[config.mk]
export PLATFORM = sky130hd
export DESIGN_NAME = ir_burst_emitter
export DESIGN_NICKNAME = d
export VERILOG_FILES = /design/src/rtl/ir_burst_emitter.sv
export SDC_FILE = /design/constraint.sdc
export NUM_CORES = 1
export LEC_CHECK = 0
export ABC_AREA = 1
export ABC_CLOCK_PERIOD_IN_PS = 2540
export CORE_MARGIN = 2
export CORE_UTILIZATION = 45
export DETAILED_ROUTE_END_ITERATION = 10
export SLEW_MARGIN = 40
export SYNTH_ARGS = -nofsm -noshare
export SYNTH_HDL_FRONTEND = slang
export SYNTH_SLANG_ARGS = --single-unit
[constraint.sdc]
create_clock -name clk -period 2.54 [get_ports clk]
set_clock_uncertainty 0.1 [all_clocks]
set_input_delay 0.762 -clock clk [delete_from_list [all_inputs] [get_ports clk]]
set_output_delay 0.762 -clock clk [all_outputs]
set_load 0.03 [all_outputs]
[src/rtl/ir_burst_emitter.sv]
// IR emitter driver: n bursts of a square-wave carrier, each burst followed by a dark gap.
// Start/busy/done handshake; enable low aborts to idle on the next cycle without a done pulse.
module ir_burst_emitter #(
  parameter int HALF_DIV     = 157,
  parameter int BURST_CYCLES = 10,
  parameter int GAP_CYCLES   = 10
) (
  input  logic       clk,
  input  logic       rst,
  input  logic       enable,
  input  logic       start,
  input  logic [7:0] n_bursts,
  output logic       led_out,
  output logic       busy,
  output logic       done
);

  localparam int HW   = $clog2(HALF_DIV + 1);
  localparam int PMAX = (BURST_CYCLES > GAP_CYCLES) ? BURST_CYCLES : GAP_CYCLES;
  localparam int PW   = $clog2(PMAX + 1);

  localparam logic [HW-1:0] HALF_LAST  = HW'(HALF_DIV - 1);
  localparam logic [PW-1:0] BURST_LAST = PW'(BURST_CYCLES - 1);
  localparam logic [PW-1:0] GAP_LAST   = PW'(GAP_CYCLES - 1);

  typedef enum logic [1:0] {
    IDLE  = 2'd0,
    BURST = 2'd1,
    GAP   = 2'd2
  } state_t;

  state_t        state, state_n;
  logic [HW-1:0] half_cnt, half_cnt_n;
  logic [PW-1:0] per_cnt, per_cnt_n;
  logic          phase, phase_n;
  logic [7:0]    remaining, remaining_n;
  logic          led_n, busy_n, done_n;
  logic          half_end, period_end;
  logic [PW-1:0] per_last;

  always_ff @(posedge clk) begin
    if (rst) begin
      state     <= IDLE;
      half_cnt  <= '0;
      per_cnt   <= '0;
      phase     <= 1'b0;
      remaining <= '0;
      led_out   <= 1'b0;
      busy      <= 1'b0;
      done      <= 1'b0;
    end else begin
      state     <= state_n;
      half_cnt  <= half_cnt_n;
      per_cnt   <= per_cnt_n;
      phase     <= phase_n;
      remaining <= remaining_n;
      led_out   <= led_n;
      busy      <= busy_n;
      done      <= done_n;
    end
  end

  always_comb begin
    state_n     = state;
    half_cnt_n  = half_cnt;
    per_cnt_n   = per_cnt;
    phase_n     = phase;
    remaining_n = remaining;
    done_n      = 1'b0;

    half_end   = (half_cnt == HALF_LAST);
    // A period completes at the end of its low half; the gap runs the same phase clock.
    period_end = half_end && !phase;
    per_last   = (state == BURST) ? BURST_LAST : GAP_LAST;

    case (state)
      IDLE: begin
        if (start && enable) begin
          if (n_bursts != 8'd0) begin
            state_n     = BURST;
            remaining_n = n_bursts;
            half_cnt_n  = '0;
            per_cnt_n   = '0;
            phase_n     = 1'b1;
          end else begin
            done_n = 1'b1;
          end
        end
      end

      BURST, GAP: begin
        if (!enable) begin
          state_n     = IDLE;
          half_cnt_n  = '0;
          per_cnt_n   = '0;
          phase_n     = 1'b0;
          remaining_n = '0;
        end else begin
          if (half_end) begin
            half_cnt_n = '0;
            phase_n    = ~phase;
          end else begin
            half_cnt_n = half_cnt + HW'(1);
          end

          if (period_end) begin
            if (per_cnt == per_last) begin
              per_cnt_n = '0;
              phase_n   = 1'b1;
              if (state == BURST) begin
                state_n = GAP;
              end else begin
                remaining_n = remaining - 8'd1;
                if (remaining == 8'd1) begin
                  state_n = IDLE;
                  phase_n = 1'b0;
                  done_n  = 1'b1;
                end else begin
                  state_n = BURST;
                end
              end
            end else begin
              per_cnt_n = per_cnt + PW'(1);
            end
          end
        end
      end

      default: begin
        state_n     = IDLE;
        half_cnt_n  = '0;
        per_cnt_n   = '0;
        phase_n     = 1'b0;
        remaining_n = '0;
      end
    endcase

    led_n  = (state_n == BURST) && phase_n;
    busy_n = (state_n != IDLE);
  end

endmodule

==> run summary <==
## Route
• Pre-antenna DRT Iters: 4
• average routed wire per standard cell: 10.95 um
• via density per instance: 4.917
• drt first-iter violations: 82
• Antenna Violating Nets Remaining: 0
• drt drc: 0
• vias post-DR: 1544
• wire length reported by the detailed router: 3439 um

## Floorplanning
• placeable core region: 3633 sq um
• number of cell rows: 22
• number of primary I/O pins: 15
• chip width: 65.20 um
• Die Footprint: 4251 sq um
• Starting Density: 46.38%
• Chip Height: 65.20 um

## Timing
• final number of setup-violating endpoints: 0
• setup TNS: 0 ns
• worst slack on hold paths: 0.3920 ns
• number of hold-slack violations in the final timing report: 0
• actual transition at the worst max-transition pin: 0.5768 ns
• Rel. slew slack: 61.54%
• final cycle utilization of the critical path: 84.40%
• Slew Viols, Final: 0
• unrepaired setup endpoints after global routing: false
• final setup margin: 0.3963 ns
• minimum clock period after layout: 2.144 ns
• Peak Freq: 466.5 MHz

## Synth
• mean post-synth cell area: 6.741 sq um
• Net Count, Synth: 272
• Yosys Warn Count: 0
• post-synth top area cell: sky130_fd_sc_hd__dfxtp_1
• Syn Std Cell Area: 1685 sq um
• register bit count reported by yosys: 26
• number of cells produced by synthesis: 250
• share of synthesized area occupied by flip-flops and latches: 30.88%
• cells taking the most area after synthesis: sky130_fd_sc_hd__dfxtp_1 31%, sky130_fd_sc_hd__nand2_1 12%, sky130_fd_sc_hd__inv_1 7.6%, sky130_fd_sc_hd__ha_1 7.4%, sky130_fd_sc_hd__nand3_1 6.2%
• count of cell types in the netlist: 30
• area fraction of the dominant cell type after synthesis: 30.88%

## CTS
• clock sink count: 26
• postcts setup bufs: 0
• cts repair resizes: 0
• Clock Latency Late Sink: 0.27 ns
• root buf cell: sky130_fd_sc_hd__clkbuf_8
• clock-pin slew of the registers on the worst-case setup and hold paths: 0.09 ns
• clock tree from TritonCTS: yes
• Clock Tree Buf Depth: 2
• number of buffers inserted for hold repair after clock tree synthesis: 0
• number of buffers added by the clock tree synthesis step: 3
• Clock H-tree levels: 1

## GRT
• antenna violations before repair: 0
• total routing resource utilization after global routing: 18.39%
• GRT Residual Overflow: 0
• vias in the first global route: 1445
• maximum number of pins on one net before global-route repair: 15
• global-route wire length before repair: 6189 um

## Outcome
• run status: complete, no violations

## Cells and area
• number of nets in the finished design: 289
• register cell area after layout: 520.5 sq um
• Design Area, Final: 1928 sq um
• Layout fillers: 389
• multi-input gate area in the final layout: 1002 sq um
• # diodes: 0
• fraction of layout cells with a size suffix above 1: 10.90%
• area delta synth->final: 14.40%
• final standard cell count with taps included and fillers excluded: 314

## Place
• detailed placement HPWL: 2755 um
• area post-placement: 1873 sq um
• Port Buf Inserts: 14
• worst slack, placed: 0.1198 ns
• cell count after placement: 310
• Final GP Congestion: 0.8453

## Worst setup path
• sort of element at the end of the critical path: register
• slack of the worst reg-to-reg path: 0.43 ns
• sort of element at the start of the critical path: primary input
• cell-by-cell trace of the critical path: clkdlybuf4s50_1, nand2_2, inv_2, nand2_2, nand2_2, nand3b_4, nand2_1, a21oi_1
• Max Fanout on Critical Path: 12
• arrival time of the worst setup path: 2.25 ns
• required arrival time at the worst endpoint: 2.65 ns
• master of the slowest instance on the critical path: sky130_fd_sc_hd__clkdlybuf4s50_1
• Most common cell on crit path: sky130_fd_sc_hd__nand2_2
• slowest cell delay on critical path: 0.55 ns
• Setup CP Type: in2reg

## Flow run
• count of max-cap constraint violations: 0

## Power
• total leakage power: 0.7853 nW
• Cell Pwr Density: 482.0 nW/um^2
• maximum resistive drop on vdd: 293.5 uV

## Hold path
• path category of the worst min-delay check: reg2reg

flip-flops by register name (all words and copies together), names as in the netlist:
register   cells
half_cnt       8
state          2
remaining      8
led_out        1
phase          1
done           1
per_cnt        4
busy           1
cells by family after synthesis:
logic type / Yosys count / synth area share [%]
buffers and inverters: 41 / 9.650
AO/OA/AOI/OAI: 40 / 13.44
XOR/XNOR: 2 / 1.040
adder cells (fa/ha/maj): 10 / 7.424
flip-flops: 26 / 30.88
AND/OR/NAND/NOR: 131 / 37.57
per-layer routing:
metal,wire length [um],up-vias,GRT usage [%]
met5,0,-,0
met4,29,0,4.688
met3,117,2,2.055
met2,1650,23,32.40
met1,1641,682,23.83
li1,-,837,-
cell type report:
| class | instances | share of cell area [%] |
|---|---|---|
| flip-flops and latches | 26 | 27.00 |
| well taps | 48 | 3.115 |
| clock buffers | 4 | 2.855 |
| inverters | 38 | 7.398 |
| multi-input cells | 183 | 51.98 |
| repair buffers | 15 | 7.657 |
power breakdown:
group          total (mW)  switching, mW  internal, mW
combinational       0.212          0.129        0.0837
sequential          0.449         0.0203         0.428
clock               0.268          0.130         0.139
path summary, 6_finish.rpt:
path,start,endpoint,cells after the start
hold / removal,half_cnt[2],half_cnt[2],2
setup / recovery,enable,remaining[7],8
setup reg to reg,half_cnt[0],led_out,13
hold reg to reg,half_cnt[2],half_cnt[2],2
stage by stage:
stage	util, %	total power, mW
6_report	53.06	0.9293
5_1_grt	53.06	0.9918
2_1_floorplan	-	0.6114
3_5_place_dp	51.55	0.6711
3_3_place_gp	51.55	0.6717
4_1_cts	53.06	0.9409
Yosys cell counts (all sizes together):
cell type  count
nor3           4
o21ai         16
nand4          3
a21oi         19
nor2          32
nand3b         1
o22ai          1
xor2           2
a211oi         2
nor3b          2
inv           37
nor4           1
ha            10
nand3         22
clkbuf         1
nand2         66
dfxtp         26
buf            2
clkinv         1
o21bai         2
critical path, delay by kind of cell:
family                 cells  cell delay, ns
AO/OA/AOI/OAI              1            0.14
AND/OR/NAND/NOR            5            0.59
buffers and inverters      2            0.76
placed cells by master, fill, tap and decap left out, drive strengths merged:
| master | Yosys | final |
|---|---|---|
| nand2 | 66 | 66 |
| inv | 37 | 37 |
| nor2 | 32 | 32 |
| dfxtp | 26 | 26 |
| nand3 | 22 | 22 |
| a21oi | 19 | 19 |
| o21ai | 16 | 16 |
| clkdlybuf4s50 | 0 | 14 |
| ha | 10 | 10 |
| nor3 | 4 | 4 |
| clkbuf | 1 | 4 |
| nand4 | 3 | 3 |
| xor2 | 2 | 2 |
| o21bai | 2 | 2 |
| nor3b | 2 | 2 |
| a211oi | 2 | 2 |
| o22ai | 1 | 1 |
| nand3b | 1 | 1 |
| clkinv | 1 | 1 |
| nor4 | 1 | 1 |
| buf | 2 | 1 |
Power figures use the tool's default switching activity.
